## src/rtl/uart_pkg.sv

```systemverilog
// rtl/uart_pkg.sv - shared constants, FSM encoding and hex-to-ASCII helper for the status UART
package uart_pkg;

  localparam int CLK_HZ_DEFAULT = 50_000_000;
  localparam int BAUD_DEFAULT   = 115_200;
  localparam int CLKS_PER_BIT   = CLK_HZ_DEFAULT / BAUD_DEFAULT;
  localparam int MSG_LEN        = 14;

  typedef enum logic [2:0] {
    TX_IDLE,
    TX_LOAD,
    TX_SEND,
    TX_NEXT,
    TX_FINISH
  } tx_fsm_t;

  function automatic logic [7:0] hex2ascii(input logic [3:0] v);
    if (v < 4'd10) begin
      return 8'h30 + {4'h0, v};
    end else begin
      return 8'h41 + {4'h0, v} - 8'd10;
    end
  endfunction

endpackage

```

## src/rtl/uart_tx_byte.sv

```systemverilog
// rtl/uart_tx_byte.sv - 8N1 byte serializer owning the baud counter and bit index
module uart_tx_byte
  import uart_pkg::*;
#(
  parameter int BIT_CLKS = CLKS_PER_BIT
) (
  input  logic       clk_50MHz,
  input  logic       reset_n,
  input  logic [7:0] data,
  input  logic       valid,
  output logic       ready,
  output logic       byte_done,
  output logic       tx
);

  localparam int            CW       = $clog2(BIT_CLKS);
  localparam logic [CW-1:0] LAST_CNT = CW'(BIT_CLKS - 1);
  localparam logic [CW-1:0] DONE_CNT = CW'(BIT_CLKS - 3);

  logic [CW-1:0] r_cnt;
  logic [3:0]    r_bit_idx;
  logic [8:0]    r_shift;
  logic          r_active;
  logic          r_tx;
  logic          w_bit_end;
  logic          w_stop_bit;
  logic          w_load;

  assign w_bit_end  = (r_cnt == LAST_CNT);
  assign w_stop_bit = r_active && (r_bit_idx == 4'd9);
  // A new byte may enter on the last cycle of the stop bit, so frames abut with no gap.
  assign ready      = !r_active || (w_stop_bit && w_bit_end);
  assign w_load     = valid && ready;
  // Leads the stop-bit end by two cycles: the caller's NEXT step then lands the next byte on the frame boundary.
  assign byte_done  = w_stop_bit && (r_cnt == DONE_CNT);
  assign tx         = r_tx;

  always_ff @(posedge clk_50MHz) begin
    if (!reset_n) begin
      r_active  <= 1'b0;
      r_tx      <= 1'b1;
      r_cnt     <= '0;
      r_bit_idx <= '0;
      r_shift   <= '1;
    end else if (w_load) begin
      r_active  <= 1'b1;
      r_tx      <= 1'b0;
      r_cnt     <= '0;
      r_bit_idx <= '0;
      r_shift   <= {1'b1, data};
    end else if (r_active) begin
      if (w_bit_end) begin
        r_cnt <= '0;
        if (r_bit_idx == 4'd9) begin
          r_active <= 1'b0;
          r_tx     <= 1'b1;
        end else begin
          r_bit_idx <= r_bit_idx + 4'd1;
          r_tx      <= r_shift[0];
          r_shift   <= {1'b1, r_shift[8:1]};
        end
      end else begin
        r_cnt <= r_cnt + CW'(1);
      end
    end
  end

endmodule

```

## src/rtl/status_uart_tx.sv

```systemverilog
// rtl/status_uart_tx.sv - snapshots tetris state/ctrl/score and sends it as a 14-byte ASCII status line
module status_uart_tx
  import uart_pkg::*;
#(
  parameter int CLK_HZ = CLK_HZ_DEFAULT,
  parameter int BAUD   = BAUD_DEFAULT
) (
  input  logic        clk_50MHz,
  input  logic        reset_n,
  input  logic [7:0]  state,
  input  logic [7:0]  ctrl,
  input  logic [15:0] score,
  input  logic        send_req,
  output logic        uart_tx,
  output logic        busy,
  output logic        msg_done
);

  localparam int         BIT_CLKS = CLK_HZ / BAUD;
  localparam logic [3:0] LAST_IDX = 4'(MSG_LEN - 1);

  tx_fsm_t     r_fsm;
  tx_fsm_t     w_fsm_nxt;
  logic [7:0]  r_last_state;
  logic [15:0] r_last_score;
  logic [7:0]  r_snap_state;
  logic [7:0]  r_snap_ctrl;
  logic [15:0] r_snap_score;
  logic [3:0]  r_byte_idx;
  logic [3:0]  w_byte_idx_nxt;
  logic [3:0]  w_tx_idx;
  logic [7:0]  w_tx_data;
  logic        r_pending;
  logic        r_busy;
  logic        r_msg_done;
  logic        w_pending_nxt;
  logic        w_busy_nxt;
  logic        w_msg_done_nxt;
  logic        w_trig;
  logic        w_snap;
  logic        w_valid;
  logic        w_ready;
  logic        w_byte_done;
  logic        w_tx;

  assign w_trig   = send_req | (state != r_last_state) | (score != r_last_score);
  assign uart_tx  = w_tx;
  assign busy     = r_busy;
  assign msg_done = r_msg_done;

  always_ff @(posedge clk_50MHz) begin
    if (!reset_n) begin
      r_fsm        <= TX_IDLE;
      r_byte_idx   <= '0;
      r_pending    <= 1'b0;
      r_busy       <= 1'b0;
      r_msg_done   <= 1'b0;
      r_last_state <= state;
      r_last_score <= score;
      r_snap_state <= '0;
      r_snap_ctrl  <= '0;
      r_snap_score <= '0;
    end else begin
      r_fsm      <= w_fsm_nxt;
      r_byte_idx <= w_byte_idx_nxt;
      r_pending  <= w_pending_nxt;
      r_busy     <= w_busy_nxt;
      r_msg_done <= w_msg_done_nxt;
      if (w_snap) begin
        r_snap_state <= state;
        r_snap_ctrl  <= ctrl;
        r_snap_score <= score;
        r_last_state <= state;
        r_last_score <= score;
      end
    end
  end

  always_comb begin
    w_fsm_nxt      = r_fsm;
    w_byte_idx_nxt = r_byte_idx;
    w_tx_idx       = r_byte_idx;
    w_pending_nxt  = r_pending;
    w_busy_nxt     = r_busy;
    w_msg_done_nxt = 1'b0;
    w_snap         = 1'b0;
    w_valid        = 1'b0;
    case (r_fsm)
      TX_IDLE: begin
        if (w_trig) begin
          w_snap         = 1'b1;
          w_byte_idx_nxt = '0;
          w_busy_nxt     = 1'b1;
          w_fsm_nxt      = TX_LOAD;
        end
      end
      TX_LOAD: begin
        w_valid        = 1'b1;
        w_byte_idx_nxt = '0;
        w_fsm_nxt      = TX_SEND;
      end
      TX_SEND: begin
        w_valid = 1'b1;
        if (w_byte_done) begin
          w_fsm_nxt = TX_NEXT;
        end
      end
      TX_NEXT: begin
        if (r_byte_idx == LAST_IDX) begin
          w_fsm_nxt = TX_FINISH;
        end else begin
          w_byte_idx_nxt = r_byte_idx + 4'd1;
          w_fsm_nxt      = TX_SEND;
        end
      end
      TX_FINISH: begin
        w_msg_done_nxt = 1'b1;
        w_tx_idx       = '0;
        // Byte 0 is the constant 'S', so the follow-on line can start before the new snapshot lands.
        if (r_pending || w_trig) begin
          w_snap         = 1'b1;
          w_valid        = 1'b1;
          w_byte_idx_nxt = '0;
          w_pending_nxt  = 1'b0;
          w_fsm_nxt      = TX_LOAD;
        end else begin
          w_busy_nxt = 1'b0;
          w_fsm_nxt  = TX_IDLE;
        end
      end
      default: begin
        w_fsm_nxt = TX_IDLE;
      end
    endcase
    if ((r_fsm == TX_LOAD || r_fsm == TX_SEND || r_fsm == TX_NEXT) && w_trig) begin
      w_pending_nxt = 1'b1;
    end
  end

  always_comb begin
    case (w_tx_idx)
      4'd0:    w_tx_data = 8'h53;
      4'd1:    w_tx_data = hex2ascii(r_snap_state[7:4]);
      4'd2:    w_tx_data = hex2ascii(r_snap_state[3:0]);
      4'd3:    w_tx_data = 8'h20;
      4'd4:    w_tx_data = 8'h43;
      4'd5:    w_tx_data = hex2ascii(r_snap_ctrl[7:4]);
      4'd6:    w_tx_data = hex2ascii(r_snap_ctrl[3:0]);
      4'd7:    w_tx_data = 8'h20;
      4'd8:    w_tx_data = hex2ascii(r_snap_score[15:12]);
      4'd9:    w_tx_data = hex2ascii(r_snap_score[11:8]);
      4'd10:   w_tx_data = hex2ascii(r_snap_score[7:4]);
      4'd11:   w_tx_data = hex2ascii(r_snap_score[3:0]);
      4'd12:   w_tx_data = 8'h0D;
      default: w_tx_data = 8'h0A;
    endcase
  end

  uart_tx_byte #(
    .BIT_CLKS (BIT_CLKS)
  ) u_tx_byte (
    .clk_50MHz (clk_50MHz),
    .reset_n   (reset_n),
    .data      (w_tx_data),
    .valid     (w_valid),
    .ready     (w_ready),
    .byte_done (w_byte_done),
    .tx        (w_tx)
  );

  logic w_unused;
  assign w_unused = w_ready;

endmodule

```

## config.mk

```make
export PLATFORM = sky130hd
export DESIGN_NAME = status_uart_tx
export DESIGN_NICKNAME = d
export VERILOG_FILES = /design/src/rtl/uart_pkg.sv /design/src/rtl/uart_tx_byte.sv /design/src/rtl/status_uart_tx.sv
export SDC_FILE = /design/constraint.sdc
export NUM_CORES = 1
export LEC_CHECK = 0
export ABC_AREA = 1
export CORE_ASPECT_RATIO = 1.5
export CORE_MARGIN = 3
export CORE_UTILIZATION = 59
export DETAILED_ROUTE_END_ITERATION = 7
export GPL_ROUTABILITY_DRIVEN = 0
export PLACE_DENSITY_LB_ADDON = 0.25
export SLEW_MARGIN = 25
export SYNTH_ARGS = -nofsm -noshare
export SYNTH_HDL_FRONTEND = slang
export SYNTH_SLANG_ARGS = --single-unit
```

## constraint.sdc

```tcl
create_clock -name clk_50MHz -period 2.75 [get_ports clk_50MHz]
set_input_delay 0.4125 -clock clk_50MHz [delete_from_list [all_inputs] [get_ports clk_50MHz]]
set_output_delay 0.4125 -clock clk_50MHz [all_outputs]
set_load 0.005 [all_outputs]
```

==> results.cfg, run 1 <==
[placed_design]
preCtsSetupSlack_ns = 0.132
placed_cells_incl_taps = 902
place.port_buffers = 37
post-dp-hpwl_um = 8970

[clock_tree]
clock_sink_count = 89
clock_tree.buffer_depth = 2
cts_made_buffers = 9
cts.root.buffer_cell = sky130_fd_sc_hd__clkbuf_16
clk-insertion-delay-late_ns = 0.35
worst_setup_hold_path_clk_slew_ns = 0.06
tritoncts = yes
cts-htree-levels = 3
postCtsSetupRepairBufs = 0
cts-hold-fix-buffers = 0
post_cts_gate_resize_count = 0

[finish]
fin_util_pct = 70.2
syn_to_final_growth_pct = 13.8
design.final.nets = 855
fin_cells = 918
filler_cell_count = 733
layout-drive-gt1-share_pct = 6.66
antenna_cells_inserted = 0

[status]
outcome = complete, no violations

[grt]
global_route_total_usage_across_every_layer_pct = 24.2
grt_first_pass_wirelength_um = 19800
grt_pass1_vias = 4829
overflow = 0
antenna_found_initial = 0
grt_start_max_net_pins = 49

[timing]
rsz0062_at_grt = no
tightest_slew_ns = 0.457
slew_viol_final = 0
hold_ws_ns = 0.475
setup-tns-final_ns = 0
layout_setup_ws_ns = 0.492
clock_skew_ns = 0.00626
slew_headroom_pct = 69.5
final_min_period_over_clock_period_pct = 82.1
hold_viol = 0
maximum_achievable_frequency_ghz = 0.443
finalCriticalPeriod_ns = 2.26
report.final.setup_viol = 0

[die]
die_x_um = 83.0
core.rowCount = 41
chipHeight_um = 122
io_pins = 38
dieArea_um2 = 10100
floorplan.core_area_um2 = 8520
effective_utilization_at_floorplan_pct = 61.7

[synthesis]
synth_largest_area_cell = sky130_fd_sc_hd__dfxtp_1
synth_flop_cell = sky130_fd_sc_hd__dfxtp_1
async_reset_ff_share_pct = 0
yosys.cell_count.top_type = sky130_fd_sc_hd__nand2_1
yosysWarnings = 0
synth_enable_flop_cells = 24
post_synth_inst_count = 769
avgSynthCellArea_um2 = 6.83
synth.area.top_cells = sky130_fd_sc_hd__dfxtp_1 (25%), sky130_fd_sc_hd__edfxtp_1 (14%), sky130_fd_sc_hd__nand2_1 (12%)
synth_top_cell_area_share_pct = 24.8
synth-seq-area-share_pct = 38.5
postSynthNetCount = 818
syn-cell-area_um2 = 5250
synth.ff_latch_count = 89
synth_commonest_cells = sky130_fd_sc_hd__nand2_1 (174), sky130_fd_sc_hd__nor2_1 (125), sky130_fd_sc_hd__inv_1 (111)
netlist-cell-type-count = 40

[worst_setup_path]
reg2reg_slack_ns = 0.66
critical_path.startpoint_type = input pin
critical_path.reg2reg.startpoint = r_last_score[4]$_DFFE_PP_
timing.rr.end = r_snap_state[7]$_SDFFE_PN0P_
worst-path-max-fanout = 48
worst_r2r_path_depth = 15
critical_path.endpoint_type = flop
crit_type = in2reg
timing.critical_path.arrival_ns = 2.48
cp_data_required_time_ns = 2.97

[routing]
drt_pass_1_iters = 5
wirelength_um = 11700
drcViolationCount = 0
vias = 4880
via_per_inst = 5.32
antenna_left = 0
drt_first_iter_violations = 295
routed_wire_length_per_instance_um = 12.7

[pwr]
leakage_nw = 2.71
pwr_density_cell_nw_per_um2 = 608
worst_ir_drop_on_vdd_mv = 0.403

[worst_hold_path]
whs_path_depth = 2
min_delay_worst_endpoint = r_pending$_SDFFE_PN0P_
timing.hold.worst.start = r_pending$_SDFFE_PN0P_
worst_hold_path_type = reg2reg

[flow_run]
number_of_max_capacitance_violations_reported = 0
flip-flops by register name, summed over array words and instances (netlist names), 3 cells and up:
register and cells:
r_last_score 16, r_snap_score 16, u_tx_byte.r_cnt 9, r_last_state 8
r_snap_ctrl 8, r_snap_state 8, u_tx_byte.r_shift 8, r_byte_idx 4
u_tx_byte.r_bit_idx 4, r_fsm 3
where the power goes:
| part | internal [W] | switching (W) | leakage (nW) | total (W) |
|---|---|---|---|---|
| combinational | 0.000292 | 0.000497 | 1.79 | 0.000789 |
| sequential | 0.00151 | 0.000119 | 0.781 | 0.00163 |
| clock | 0.000706 | 0.000505 | 0.143 | 0.00121 |
| total | 0.00251 | 0.00112 | 2.71 | 0.00363 |
final cells by class:
cell class                      instances  area [um2]  share of cell area [%]
Multi-Input combinational cell        541        2650                    44.4
Sequential cell                        89        2020                    33.8
Inverter                              124         467                    7.81
Timing Repair Buffer                   41         400                    6.70
Clock buffer                           10         229                    3.83
Tap cell                              107         134                    2.24
Clock inverter                          6        68.8                    1.15
kinds of logic after synthesis:
| logic type | Yosys count | synth area share (%) |
|---|---|---|
| simple gates | 389 | 32.2 |
| buf+inv | 139 | 10.9 |
| xor+xnor | 17 | 2.84 |
| compound gates | 121 | 12.1 |
| fa+ha+maj | 14 | 3.34 |
| flops | 89 | 38.5 |
routing by layer:
layer	part of all wire [%]	track usage [%]	routed length, um	vias to the layer above
met4	3.7	15.4	427	0
li1	-	-	-	2513
met1	39	23.7	4600	2241
met3	3.0	3.92	349	29
met5	0	0	0	-
met2	54	46.3	6280	97
worst max-delay path by stage:
| stage | start | depth (start not counted) | end |
|---|---|---|---|
| after global placement | state[4] | 11 | u_tx_byte.r_cnt[3]$_SDFFE_PP0P_ |
| after floorplan | state[6] | 13 | r_last_score[0]$_DFFE_PP_ |
| final | score[4] | 16 | r_snap_state[7]$_SDFFE_PN0P_ |
| after CTS | state[6] | 14 | r_snap_state[7]$_SDFFE_PN0P_ |
| after detailed placement | state[6] | 14 | r_snap_state[7]$_SDFFE_PN0P_ |
| after global routing | state[6] | 14 | r_snap_state[7]$_SDFFE_PN0P_ |
cell usage in the layout (no fill, tap or decap), drive strengths merged, types with 10 or more instances in the layout:
master and instances:
a21oi 51, nand2 184, ha 14, inv 120, clkdlybuf4s50 37, clkbuf 10
dfxtp 65, nor2 127, nor3 12, xor2 10, edfxtp 24, o21ai 66
nand3 49
metrics by stage:
step	instance area [um2]	total power [W]
CTS	5970	0.00365
global placement	5680	0.00239
floorplan	5250	0.00223
global route	5970	0.00384
detailed placement	5680	0.00244
finish	5970	0.00363
worst max-delay path, stage by stage:
cell and delay [ns]:
sky130_fd_sc_hd__clkdlybuf4s50_1 0.45, sky130_fd_sc_hd__inv_1 0.09, sky130_fd_sc_hd__nand2_1 0.05, sky130_fd_sc_hd__nand2_1 0.06, sky130_fd_sc_hd__nand2_1 0.13, sky130_fd_sc_hd__inv_1 0.08
sky130_fd_sc_hd__nand2_1 0.05, sky130_fd_sc_hd__nor2_1 0.12, sky130_fd_sc_hd__nand2_1 0.09, sky130_fd_sc_hd__nor2_2 0.19, sky130_fd_sc_hd__inv_2 0.08, sky130_fd_sc_hd__nand2_4 0.08
sky130_fd_sc_hd__nand2_4 0.05, sky130_fd_sc_hd__buf_4 0.24, sky130_fd_sc_hd__o21ai_0 0.23, sky130_fd_sc_hd__a21oi_1 0.06
Power figures use the tool's default switching activity.
==> run 2: changes to the inputs <==
--- a/config.mk
+++ b/config.mk
@@ -8,7 +8,7 @@
 export ABC_AREA = 1
 export CORE_ASPECT_RATIO = 1.5
 export CORE_MARGIN = 3
-export CORE_UTILIZATION = 59
+export CORE_UTILIZATION = 54
 export DETAILED_ROUTE_END_ITERATION = 7
 export GPL_ROUTABILITY_DRIVEN = 0
 export PLACE_DENSITY_LB_ADDON = 0.25
==> constraint.sdc (replaced) <==
create_clock -name clk_50MHz -period 2 [get_ports clk_50MHz]
set_input_delay 0.3 -clock clk_50MHz [delete_from_list [all_inputs] [get_ports clk_50MHz]]
set_output_delay 0.3 -clock clk_50MHz [all_outputs]
set_load 0.005 [all_outputs]
==> run 2 against run 1 <==
  * Flip-flop and latch count unchanged
  * Worst hold slack worse by 0.27 ns
  * Clock skew up 0.0023 ns
  * Via count up 3.4%
  * Non-clock buffer count up 43
  * Die area up 8.7%
  * Largest power group unchanged
  * Combinational power up 60%
  * Critical path type unchanged
  * Wire length up 6.8%
  * Critical path depth down 5
  * Final area up 8.1%
  * Sequential power up 37%
  * First-iteration DRC count down 4.7%
==> results.cfg, run 2 (synthesized netlist as in run 1, its figures left out) <==
[status]
outcome = complete, no violations

[worst_setup_path]
crit_type = in2reg
crit_path_cell_trace = clkdlybuf4s50_1 > xor2_1 > nor2_2 > nand3_1 > nor2_1 > nand3_1 > nand2_4 > nand2_4 > inv_4 > nand2_4 > clkbuf_16
path_buf_inv = 3
worst-path-max-fanout = 6
worst_r2r_path_depth = 12
cell_at_the_slowest_stage_of_the_critical_path = sky130_fd_sc_hd__clkdlybuf4s50_1
largest_incremental_delay_on_the_critical_path_ns = 0.44
critical_path.endpoint_type = flop
critical_path.startpoint_type = input pin
cp_data_required_time_ns = 2.12
cp.depth = 11
timing.critical_path.arrival_ns = 2.03
cell_with_the_most_instances_on_the_worst_path = sky130_fd_sc_hd__nand2_4
worst_path_dominant_cell_family = simple AND/OR/NAND/NOR gates

[clock_tree]
clock_tree.buffer_depth = 2
worst_setup_hold_path_clk_slew_ns = 0.06
clk-insertion-delay-late_ns = 0.35
cts.root.buffer_cell = sky130_fd_sc_hd__clkbuf_16
cts-hold-fix-buffers = 0
tritoncts = yes
cts_made_buffers = 9
clock_sink_count = 89
cts-htree-levels = 3

[worst_hold_path]
worst_hold_path_type = in2reg
whs_path_depth = 1

[routing]
drt_pass_1_iters = 8
via_per_inst = 5.23
antenna_left = 0
drcViolationCount = 0
wirelength_um = 12400
drt_first_iter_violations = 281
vias = 5048
routed_wire_length_per_instance_um = 12.9

[pwr]
pwr_density_cell_nw_per_um2 = 801
leakage_nw = 3.03
worst_ir_drop_on_vdd_mv = 0.552

[timing]
slew_headroom_pct = 69.1
report.final.setup_viol = 0
finalCriticalPeriod_ns = 1.91
clock_skew_ns = 0.00858
tightest_slew_ns = 0.459
maximum_achievable_frequency_ghz = 0.524
final_min_period_over_clock_period_pct = 95.5
slew_viol_final = 0
hold_viol = 0

[die]
die_x_um = 86.5
chipHeight_um = 127
io_pins = 38
dieArea_um2 = 11000
floorplan.core_area_um2 = 9360
effective_utilization_at_floorplan_pct = 56.1
core.rowCount = 43

[finish]
design.final.nets = 898
antenna_cells_inserted = 0
fin_cells = 966
mostFrequentLayoutCells = sky130_fd_sc_hd__nand2_1 (170), sky130_fd_sc_hd__nor2_1 (118), sky130_fd_sc_hd__inv_1 (111)
syn_to_final_growth_pct = 23.0
stdcell_area_um2 = 6460
layout-drive-gt1-share_pct = 13.0
most_common_cell_after_layout_fill_and_taps_aside = sky130_fd_sc_hd__nand2_1
reg.largest.list = r_last_score (16), r_snap_score (16), u_tx_byte.r_cnt (9)

[grt]
antenna_found_initial = 0
global_route_total_usage_across_every_layer_pct = 23.6
grt_start_max_net_pins = 47
grt_pass1_vias = 4876
overflow = 0
grt_first_pass_wirelength_um = 21100

[placed_design]
place.port_buffers = 37
placed_cells_incl_taps = 942
post-dp-hpwl_um = 9460
placement.cell_area_um2 = 5990

[flow_run]
number_of_max_capacitance_violations_reported = 0
run 2: cell types whose count changed in the layout (fill, tap and decap cells not counted), moves of 3 or more:
cell / change
sky130_fd_sc_hd__nand2_1: -4
sky130_fd_sc_hd__clkdlybuf4s50_1: -8
sky130_fd_sc_hd__dlymetal6s2s_1: +8
sky130_fd_sc_hd__clkinv_4: -3
sky130_fd_sc_hd__nor2_2: +6
sky130_fd_sc_hd__buf_12: +3
sky130_fd_sc_hd__o21ai_1: +8
sky130_fd_sc_hd__buf_4: +37
sky130_fd_sc_hd__nor2_1: -7
sky130_fd_sc_hd__o21ai_0: -8
run 2: repair_timing:
action / 4_1_cts / 5_1_grt
gates resized for setup: 4 / 32
pin swaps: 0 / 6
setup endpoints to repair: 27 / 82
gates cloned: 0 / 2
buffers inserted: 0 / 6
run 2: final cells by class:
type                       count  area [um2]
clock buffer                   9         225
clock inverter                 7        70.1
fill                         793        2900
inverter                     124         469
multi-input combinational    541        2730
sequential                    89        2020
tap                          112         140
timing repair buffer          84         806
run 2: where the power goes:
| part | internal [W] | total (W) | switching, W |
|---|---|---|---|
| Sequential | 0.00208 | 0.00224 | 0.000163 |
| Combinational | 0.000521 | 0.00126 | 0.000741 |
| Clock | 0.000964 | 0.00167 | 0.000701 |
| Total | 0.00356 | 0.00517 | 0.00161 |
run 2: path summary, 6_finish.rpt:
check                                      startpoint                                 to  slack [ns]
worst min register to register      busy$_SDFFE_PN0P_                  busy$_SDFFE_PN0P_        0.46
worst max register to register  r_fsm[0]$_SDFFE_PN0P_  u_tx_byte.r_shift[0]$_SDFFE_PN1P_        0.09
worst min-delay path                         score[4]          r_last_score[4]$_DFFE_PP_        0.20
worst max-delay path                         state[4]          r_last_score[7]$_DFFE_PP_        0.09
run 2: per-layer routing:
metal | up-vias | GRT usage (%) | wire [um] | share of wire, %
met4 | 0 | 12.2 | 575 | 4.6
li1 | 2603 | - | - | -
met5 | - | 0 | 0 | 0
met2 | 148 | 41.8 | 6540 | 53
met3 | 48 | 4.74 | 486 | 3.9
met1 | 2249 | 26.1 | 4840 | 39
run 2: stage by stage:
step | setup TNS [ns] | setup slack, ns | hold slack, ns | utilization (%) | power [W]
global placement | -22.66 | -0.321 | 0.456 | 63.9 | 0.00341
floorplan | 0 | 0.0726 | 0.399 | - | 0.00307
finish | 0 | 0.0906 | 0.201 | 69.0 | 0.00517
detailed placement | -27.10 | -0.443 | 0.459 | 63.9 | 0.00347
CTS | 0 | 0.00572 | 0.468 | 67.2 | 0.00514
global route | -0.312 | -0.0221 | 0.229 | 69.0 | 0.00547
